==> config.mk <==
export PLATFORM = sky130hd
export DESIGN_NAME = hazard_scheduler
export DESIGN_NICKNAME = d
export VERILOG_FILES = /design/src/rtl/hazard_pkg.sv /design/src/rtl/hazard_mdu_fsm.sv /design/src/rtl/hazard_scheduler.sv
export SDC_FILE = /design/constraint.sdc
export NUM_CORES = 1
export LEC_CHECK = 0
export ABC_AREA = 1
export CAP_MARGIN = 15
export CELL_PAD_IN_SITES_DETAIL_PLACEMENT = 1
export CELL_PAD_IN_SITES_GLOBAL_PLACEMENT = 2
export CORE_UTILIZATION = 17
export CTS_BUF_LIST = sky130_fd_sc_hd__clkbuf_4 sky130_fd_sc_hd__clkbuf_8
export DETAILED_ROUTE_END_ITERATION = 16
export PLACE_DENSITY = 0.9
export RECOVER_POWER = 50
export SYNTH_ARGS = -nofsm -noshare
export SYNTH_HDL_FRONTEND = slang
export SYNTH_HIERARCHICAL = 1
export SYNTH_SLANG_ARGS = --single-unit
==> constraint.sdc <==
create_clock -name CLK -period 2.1 [get_ports CLK]
set_clock_uncertainty 0.2 [all_clocks]
set_input_delay 0.315 -clock CLK [delete_from_list [all_inputs] [get_ports CLK]]
set_output_delay 0.315 -clock CLK [all_outputs]
set_load 0.1 [all_outputs]
==> src/rtl/hazard_pkg.sv <==
// Shared definitions for the pipeline hazard controller: forwarding mux
// selects, MDU FSM state codes and the register-match helper.
package hazard_pkg;

  localparam logic [1:0] FWD_RF  = 2'b00;
  localparam logic [1:0] FWD_MEM = 2'b10;
  localparam logic [1:0] FWD_WB  = 2'b01;

  localparam logic ST_IDLE = 1'b0;
  localparam logic ST_BUSY = 1'b1;

  // $0 is hard-wired to zero, so it never creates a dependency.
  function automatic logic reg_match(input logic [4:0] a, input logic [4:0] b);
    return (a != 5'd0) && (a == b);
  endfunction

endpackage

==> src/rtl/hazard_mdu_fsm.sv <==
// Tracks how long a multi-cycle multiply/divide keeps the EX stage occupied.
// The op's last EX cycle happens back in IDLE, so BUSY spans MDU_LAT-1 cycles.
module hazard_mdu_fsm
  import hazard_pkg::*;
#(
  parameter int MDU_LAT = 4
) (
  input  logic CLK,
  input  logic reset,
  input  logic mdu_start,
  output logic mdu_busy
);

  logic       state;
  logic [3:0] cnt;

  // State and down-counter; a start seen while already busy is ignored.
  always_ff @(posedge CLK or negedge reset) begin
    if (!reset) begin
      state <= ST_IDLE;
      cnt   <= 4'd0;
    end else if (state == ST_IDLE) begin
      if (mdu_start) begin
        state <= ST_BUSY;
        cnt   <= 4'(MDU_LAT - 2);
      end
    end else begin
      if (cnt == 4'd0) begin
        state <= ST_IDLE;
      end else begin
        cnt <= cnt - 4'd1;
      end
    end
  end

  assign mdu_busy = (state == ST_BUSY);

endmodule

==> src/rtl/hazard_scheduler.sv <==
// Hazard controller for the 5-stage MIPS core: decode/EX forwarding,
// load-use and branch stalls, flushes, and MDU occupancy of EX.
// Optional feature: define HAZ_STALL_CNT_EN to get a saturating count of
// decode stall cycles on StallCnt; otherwise StallCnt is tied to zero.
module hazard_scheduler
  import hazard_pkg::*;
#(
  parameter int MDU_LAT = 4,
  parameter int CNT_W   = 32
) (
  input  logic             CLK,
  input  logic             reset,
  input  logic [4:0]       rsD,
  input  logic [4:0]       rtD,
  input  logic [4:0]       rsE,
  input  logic [4:0]       rtE,
  input  logic [4:0]       WriteRegE,
  input  logic [4:0]       WriteRegM,
  input  logic [4:0]       WriteRegW,
  input  logic             RegWriteE,
  input  logic             RegWriteM,
  input  logic             RegWriteW,
  input  logic             MemToRegE,
  input  logic             MemToRegM,
  input  logic             BranchD,
  input  logic             PCsrcD,
  input  logic             MduStartE,
  output logic             StallF,
  output logic             StallD,
  output logic             StallE,
  output logic             FlushD,
  output logic             FlushE,
  output logic             FlushM,
  output logic             ForwardAD,
  output logic             ForwardBD,
  output logic [1:0]       ForwardAE,
  output logic [1:0]       ForwardBE,
  output logic             MduBusy,
  output logic [CNT_W-1:0] StallCnt
);

  logic lw_stall;
  logic br_stall;
  logic hz_stall;

  hazard_mdu_fsm #(.MDU_LAT(MDU_LAT)) u_mdu_fsm (
    .CLK       (CLK),
    .reset     (reset),
    .mdu_start (MduStartE),
    .mdu_busy  (MduBusy)
  );

  // EX operand forwarding: the younger result in MEM wins over WB.
  always_comb begin
    ForwardAE = FWD_RF;
    ForwardBE = FWD_RF;
    if (RegWriteM && reg_match(WriteRegM, rsE))      ForwardAE = FWD_MEM;
    else if (RegWriteW && reg_match(WriteRegW, rsE)) ForwardAE = FWD_WB;
    if (RegWriteM && reg_match(WriteRegM, rtE))      ForwardBE = FWD_MEM;
    else if (RegWriteW && reg_match(WriteRegW, rtE)) ForwardBE = FWD_WB;
  end

  // Branch compare in decode can only take an ALU result from MEM, not load data.
  assign ForwardAD = RegWriteM && reg_match(WriteRegM, rsD) && !MemToRegM;
  assign ForwardBD = RegWriteM && reg_match(WriteRegM, rtD) && !MemToRegM;

  assign lw_stall = MemToRegE && (reg_match(rtE, rsD) || reg_match(rtE, rtD));
  assign br_stall = BranchD &&
                    ((RegWriteE && (reg_match(WriteRegE, rsD) || reg_match(WriteRegE, rtD))) ||
                     (MemToRegM && (reg_match(WriteRegM, rsD) || reg_match(WriteRegM, rtD))));
  assign hz_stall = lw_stall || br_stall;

  // An MDU op in EX freezes the front of the pipe and bubbles MEM,
  // overriding any decode-stage hazard or taken branch.
  always_comb begin
    StallF = hz_stall;
    StallD = hz_stall;
    StallE = 1'b0;
    FlushE = hz_stall;
    FlushM = 1'b0;
    FlushD = PCsrcD && !hz_stall;
    if (MduBusy) begin
      StallF = 1'b1;
      StallD = 1'b1;
      StallE = 1'b1;
      FlushE = 1'b0;
      FlushM = 1'b1;
      FlushD = 1'b0;
    end
  end

`ifdef HAZ_STALL_CNT_EN
  logic [CNT_W-1:0] stall_cnt;

  // Saturating count of cycles in which decode was held.
  always_ff @(posedge CLK or negedge reset) begin
    if (!reset) begin
      stall_cnt <= '0;
    end else if (StallD && (stall_cnt != '1)) begin
      stall_cnt <= stall_cnt + 1'b1;
    end
  end

  assign StallCnt = stall_cnt;
`else
  assign StallCnt = '0;
`endif

endmodule

* Yosys cells after proc, flatten, opt, wreduce, memory -nomap -nowiden *
Index checks and enable logic that the tools add are counted.

storage, ports and cells
  logic and storage cells = 65
  flip-flop bits (word level) = 5
  input port bits = 45

cells by class
  eq/ne operators = 11
  reduce and logical (&&, ||, !) cells = 37
  mux-type cells = 14
  add/subtract/negate cells = 1

operator list
  kind                                               number
  == test 5 bit                                      10
  logical AND 1 bit                                  23
  nonzero test 5 bit                                 4
  2-to-1 mux 4 bit                                   3
  2-to-1 mux 1 bit                                   9
  logical OR 1 bit                                   5
  logical NOT 4 bit                                  1
  2-to-1 mux 2 bit                                   2
  subtractor 4 x 1 -> 4 bit (second input constant)  1
  logical NOT 1 bit                                  2
  inequality test 2 bit (second input constant)      1
  AND reduction 2 bit                                1
  nonzero test 2 bit                                 1

* Depth between registers and ports, before layout *
Gate-level depths: netlist of run 1.

  depth after elaboration = 10
  depth in mapped cells = 12
  mapped depth without buffers = 12

* Modules after synthesis *
Netlist of run 1, hierarchy kept.

modules (own cells, without submodules)
  module            area each (µm²)  cells an instance  sequential area each (µm²)  times used
  hazard_scheduler  1112.3           188                0.0                         1
  hazard_mdu_fsm    246.5            30                 125.1                       1

* Worst setup path after synthesis of run 1 *
No wires, ideal clock.

  kind = input to output
  from = input WriteRegM[1]
  to = output ForwardBE[0]
  setup slack = -3.706 ns
  required time = 1.585 ns
  buffers on the path = 1
  stages = 6
  data arrival time = 5.291 ns
  cell sequence = clkbuf_2 -> xor2_1 -> nor2_1 -> nand3_1 -> nor4_1 -> nor2_1

between the ends
  word-level cells in the longest chain between the ends = 4

RTL lines
  element                                                     RTL line                text
  start: declaration                                          hazard_scheduler.sv:18  input logic [4:0] WriteRegM,
  == test 5 bit / nonzero test 5 bit (equally long branches)  hazard_pkg.sv:14        return (a != 5'd0) && (a == b);
  logical AND 1 bit *                                         hazard_pkg.sv:14
  logical AND 1 bit *                                         hazard_scheduler.sv:59  if (RegWriteM && reg_match(WriteRegM, rtE)) ForwardBE = FWD_MEM;
  2-to-1 mux 2 bit *                                          hazard_scheduler.sv:59
  end: declaration                                            hazard_scheduler.sv:37  output logic [1:0] ForwardBE,

Every way passes the cells marked *; elsewhere a longest branch is shown, timed or not.

* Worst setup path in the final report of run 1 *
  from = input WriteRegM[1]
  to = output FlushD

between the ends
  word-level cells in the longest chain between the ends = 10

RTL lines
  element                                                     RTL line                text
  == test 5 bit / nonzero test 5 bit (equally long branches)  hazard_pkg.sv:14
  logical AND 1 bit                                           hazard_pkg.sv:14
  logical OR 1 bit *                                          hazard_scheduler.sv:70  (MemToRegM && (reg_match(WriteRegM, rsD) || reg_match(WriteRegM, rtD))));
  logical AND 1 bit *                                         hazard_scheduler.sv:70
  logical OR 1 bit *                                          hazard_scheduler.sv:69  ((RegWriteE && (reg_match(WriteRegE, rsD) || reg_match(WriteRegE, rtD))) ||
  logical AND 1 bit *                                         hazard_scheduler.sv:68  assign br_stall = BranchD &&
  logical OR 1 bit *                                          hazard_scheduler.sv:71  assign hz_stall = lw_stall || br_stall;
  logical NOT 1 bit *                                         hazard_scheduler.sv:81  FlushD = PCsrcD && !hz_stall;
  logical AND 1 bit *                                         hazard_scheduler.sv:81
  2-to-1 mux 1 bit *                                          hazard_scheduler.sv:82  if (MduBusy) begin
  end: declaration                                            hazard_scheduler.sv:31  output logic FlushD,

Marks and branches as above.

==> results of run 1 <==
==> through the flow <==
stage / instances / setup slack [ns] / utilization (%) / instance area, sq um
2_1_floorplan: 249 / -0.718 / - / 1600
3_3_place_gp: 399 / -0.530 / 30.3 / 2340
3_5_place_dp: 399 / -0.581 / 30.3 / 2340
4_1_cts: 408 / -0.0406 / 32.0 / 2470
5_1_grt: 408 / -0.151 / 32.1 / 2480
6_report: 408 / -0.0338 / 32.1 / 2480
==> cells in the mapped netlist (2+ instances only) <==
| master | number |
|---|---|
| a221oi_1 | 2 |
| nand2_1 | 38 |
| xnor2_1 | 15 |
| dfrtp_1 | 5 |
| nor4_1 | 4 |
| a21oi_1 | 4 |
| nor3_1 | 6 |
| nand2_2 | 2 |
| xor2_1 | 21 |
| buf_2 | 5 |
| buf_4 | 35 |
| nand3_1 | 12 |
| inv_1 | 25 |
| nor2_1 | 24 |
| o21ai_0 | 8 |
==> registers in the layout, indices dropped and copies added, names as in the netlist <==
name and count:
u_mdu_fsm/mdu_busy 1, u_mdu_fsm/cnt 4
==> how the worst max path moves through the flow <==
stage,endpoint,cells past startpoint
5_1_grt,FlushE,12
2_1_floorplan,ForwardBE[0],6
3_5_place_dp,ForwardBE[1],9
6_report,FlushD,13
4_1_cts,FlushD,12
3_3_place_gp,ForwardBE[1],9
==> layer usage <==
metal	wire length (um)	track usage (%)	vias up
met5	0	0	-
met1	2110	14.0	732
li1	-	-	783
met2	2600	20.6	41
met4	0	1.59	0
met3	304	2.68	0
==> worst max-delay path: stages <==
cell      delay (ns)
clkbuf_4        0.17
inv_2           0.08
nand2_2         0.07
nor2_4          0.12
nor2_1          0.07
nand2_2         0.08
nand2_1         0.05
nand2_1         0.07
nand2_2         0.07
nand2_4         0.08
nand3_4         0.11
nor2_4          0.14
buf_12          0.18
==> kinds of logic (layout without fill, tap and decap cells) <==
kind of cell,count (synthesis),count (layout),synth area share (%)
and+or+nand+nor,91,91,29.7
other,1,32,0.276
buffers and inverters,67,124,29.3
AOI/OAI and AO/OA,17,17,7.46
DFF,5,5,9.21
adders and majority gates,1,1,0.921
xor gates and xnor gates,36,36,23.2
==> area by class of cell <==
class | instances | area (sq um) | area share, %
multi-input cells | 177 | 1180 | 47.4
repair buffers | 95 | 907 | 36.6
well taps | 102 | 128 | 5.15
flip-flops and latches | 5 | 126 | 5.10
inverters | 25 | 93.8 | 3.78
clock buffers | 4 | 48.8 | 1.97
==> what timing repair did <==
item,in CTS,in global routing
resized for setup,130,30
setup buffers,5,1
pin swaps,27,11
setup endpoints to repair,10,9
==> power groups by stage <==
| stage | registers, uW | logic [uW] | clock network [uW] |
|---|---|---|---|
| finish | 227 | 1450 | 186 |
| global route | 234 | 1520 | 195 |
| CTS | 225 | 1440 | 187 |
| detailed placement | 225 | 1430 | 0 |
| global placement | 220 | 1400 | 0 |
| floorplan | 263 | 1010 | 0 |
==> impl_metrics.toml, run 1 <==
[outcome]
status = "complete, but fails checks"
violations = "setup timing"

[timing]
hold_ws_ns = 0.194
min_period_ns = 2.13
fmax_mhz = 469
finalCritPeriodShare_pct = 102
grt_setup_unrepaired = "true"
setup_ws_ns = -0.0338
tns_ns = -0.0412
slew_viol_final = 0
setup_viol = 2
hold_violations = 0

[detailed_routing]
drt-pass1-iter-count = 4
wl_um = 5010
drt_iter0_markers = 21
via_per_inst = 3.81
remaining_drc_errors = 0
routedWlPerCell_um = 12.3
vias = 1556
antenna_left = 0

[clock_tree]
cts_root_buffer = "clkbuf_8"
cts_tree = "yes"
cts.clk_slew.worst_paths_ns = 0.03
clock-sinks = 5
clock_latency_ns = 0.22
htreeDepth = 1
postCtsHoldBufs = 0
clockBufferDepth = 2
cts_made_buffers = 3

[logic_synthesis]
synth_cell_types = 27
synth_area_leader_cell = "buf_4"
ys_async_sr_fraction_pct = 100
ys.flop_type = "dfrtp_1"
synth_seq_area_share_pct = 9.21
ys_warn_count = 6
synth-edff-count = 0
avgSynthCellArea_sq_um = 6.23
synth_cells = 218
synth_seq_cells = 5
synth_top_area_share_pct = 19.3
synth_area_leaders = "buf_4 (19%), xor2_1 (14%), nand2_1 (10%)"
synth_area_sq_mm = 0.00136

[grt]
grt_start_max_net_pins = 10
antenna_found_initial = 0
grt_pass1_wl_um = 7780
grt-ovfl-total = 0
first_global_vias = 1633
track_usage_pct = 11.4

[floorplan]
start_util_pct = 17.6
ioPinCount = 90
die_y_um = 91.4
die_w_um = 91.4
dieArea_sq_mm = 0.00835
rows = 32
design.core.area_sq_mm = 0.00773

[worst_setup_path]
critPathRequiredTime_ns = 1.58
r2r-end = "u_mdu_fsm/cnt[3]"
cp-start-kind = "input pin"
cp-startpoint = "WriteRegM[1]"
cp-end-kind = "output port"
worstSetupPathType = "in2out"
r2r_setup_slack_ns = 0.57
r2r-start = "u_mdu_fsm/cnt[0]"
cp.arrival_ns = 1.62
cp_max_fo = 5
rr_worst_depth = 5

[power_and_ir_drop]
swShare_pct = 59.6
power.density_mw_per_mm2 = 749
p_leak_uw = 0.00123
p_switching_uw = 1110
power.internal_uw = 750
p_clk_share_pct = 10.0
pwr-share-comb_pct = 77.8
power_uw = 1860
ir_drop_mv = 0.290
seqPwrFrac_pct = 12.2

[finish]
fill_cells = 951
areaGrowthSynthToFinish_pct = 82.5
nNetsFinal = 353
final_common_cell = "nand2_1"
antennaDiodeCount = 0
layout-drive-gt1-share_pct = 42.2
most-common-layout-cells = "nand2_1 (35), buf_4 (33), conb_1 (32)"

[run]
maxCapViolations = 0

[placement]
portBuffers = 57
dp_hpwl_um = 4160
globalplace.congestion = 0.743

[worst_hold_path]
min_path_type = "in2async"
No activity file was read; power rests on OpenSTA's default activity.
==> run 2, diff against run 1 <==
CORE_MARGIN = 10   (was default)
==> impl_metrics.toml, run 2 (synthesis results as in run 1) <==
[outcome]
status = "complete, but fails checks"
violations = "setup timing"

[finish]
fin_cells = 403
largest_register_ffs = 4
post-route-util_pct = 32.2
final_common_cell = "nand2_1"
most-common-layout-cells = "nand2_1 (36), conb_1 (32), buf_4 (26)"
antennaDiodeCount = 0
layout-drive-gt1-share_pct = 36.2
multiInputGateArea_sq_mm = 0.00116
nNetsFinal = 348
fill_cells = 952
regMostFlops = "u_mdu_fsm/cnt"
areaGrowthSynthToFinish_pct = 83.8
finish.instance_area_sq_mm = 0.00250
regArea_sq_um = 126

[timing]
finalCritPeriodShare_pct = 101
fmax_mhz = 474
setup_ws_ns = -0.0117
grt_setup_unrepaired = "true"
hold_violations = 0
hold_ws_ns = 0.186
setup_viol = 3
min_period_ns = 2.11
slew_viol_final = 0

[worst_setup_path]
critPathRequiredTime_ns = 1.58
rr_worst_depth = 6
path_common_cell = "nand2_1"
crit_slowest_cell = "or2_4"
cp_max_fo = 3
cp-end-kind = "output port"
worstSetupPathType = "in2out"
cp.arrival_ns = 1.60
path_cells = "buf_8, or2_4, nor2_4, nor2_1, nand2_1, nand2_1, nand2_1, nand2_1, nand2_2, nand3_4, nor2_4, buf_12"
cpPeakStageDelay_ns = 0.25
cp-start-kind = "input pin"

[floorplan]
ioPinCount = 90
design.core.area_sq_mm = 0.00777
die_w_um = 109
start_util_pct = 17.5
dieArea_sq_mm = 0.0120
rows = 32
die_y_um = 109

[power_and_ir_drop]
pwr-share-comb_pct = 78.4
power.internal_uw = 797
p_switching_uw = 1120
swShare_pct = 58.5
power.density_mw_per_mm2 = 770
p_clk_share_pct = 9.9
p_leak_uw = 0.00121
ir_drop_mv = 0.335
seqPwrFrac_pct = 11.6

[grt]
antenna_found_initial = 0
grt_start_max_net_pins = 10
first_global_vias = 1749
track_usage_pct = 8.92
grt-ovfl-total = 0
grt_pass1_wl_um = 8700

[detailed_routing]
via_per_inst = 3.83
vias = 1544
wl_um = 5500
routedWlPerCell_um = 13.6
antenna_left = 0
remaining_drc_errors = 0
drt-pass1-iter-count = 4
drt_iter0_markers = 25

[worst_hold_path]
min_path_type = "in2async"

[clock_tree]
postCtsHoldBufs = 0
cts_made_buffers = 3
clock-sinks = 5
htreeDepth = 1
clockBufferDepth = 2
clock_latency_ns = 0.22
cts.clk_slew.worst_paths_ns = 0.04
cts_tree = "yes"
cts_root_buffer = "clkbuf_8"

[placement]
portBuffers = 57
dp_hpwl_um = 4760
globalplace.congestion = 0.798
dp.cells = 391
place_area_sq_mm = 0.00228
dp_slack_ns = -0.580

[run]
maxCapViolations = 0
==> run 2: changes by cell type in the layout (fill, tap and decap cells not counted), moves of 2 or more <==
cell / delta
buf_2: -2
buf_4: -7
buf_8: +3
clkbuf_2: -3
clkdlybuf4s15_1: +3
clkdlybuf4s15_2: -2
dlygate4sd2_1: +2
inv_1: +2
inv_2: -3
nor2_2: -3
nor2_4: +2
xnor2_1: +2
xnor2_2: -2
==> run 2: layout make-up <==
class                           count  share of cell area [%]
Timing Repair Buffer               90                    37.6
Inverter                           25                    3.86
Sequential cell                     5                    5.06
Clock buffer                        4                    1.95
Tap cell                          102                    5.11
Multi-Input combinational cell    177                    46.4
==> run 2: final timing paths <==
check / endpoint / startpoint / slack, ns
worst min register to register: u_mdu_fsm/cnt[0] / u_mdu_fsm/cnt[0] / 0.32
worst min-delay path: u_mdu_fsm/cnt[1] / reset / 0.19
worst max register to register: u_mdu_fsm/cnt[2] / u_mdu_fsm/cnt[0] / 0.46
worst max-delay path: FlushD / WriteRegM[2] / -0.01
max in group asynchronous: u_mdu_fsm/mdu_busy / reset / 1.31
min in group CLK: u_mdu_fsm/cnt[0] / u_mdu_fsm/cnt[0] / 0.32
==> run 2: critical path: cells and delay by family <==
family / cells / cell delay (ns)
AND/OR/NAND/NOR: 10 / 1.00
buffers and inverters: 2 / 0.28
==> run 2: routing by layer <==
metal	track usage, %	wire length [um]	vias up
met1	9.57	2110	728
met5	0	0	-
met4	1.39	0	0
met2	17.4	3040	38
met3	2.11	347	0
li1	-	-	778
==> run 2: repair_timing <==
action                                  in CTS  in global routing
pin swaps                                   24                 17
setup buffers                                3                  6
gates resized for setup                    120                 43
endpoints found under the setup margin      10                  9
==> run 2: power by group through the flow <==
stage | registers [uW] | logic, uW | clock network [uW]
after CTS | 225 | 1430 | 197
after floorplan | 263 | 1010 | 0
after global placement | 220 | 1400 | 0
after global routing | 235 | 1580 | 204
final | 224 | 1510 | 191
after detailed placement | 225 | 1420 | 0
==> run 2: through the flow <==
stage / total power [uW] / setup TNS, ns
floorplan: 1270 / -3.16
global placement: 1620 / -4.25
detailed placement: 1650 / -4.58
CTS: 1850 / -0.0455
global route: 2020 / -0.643
finish: 1920 / -0.0183
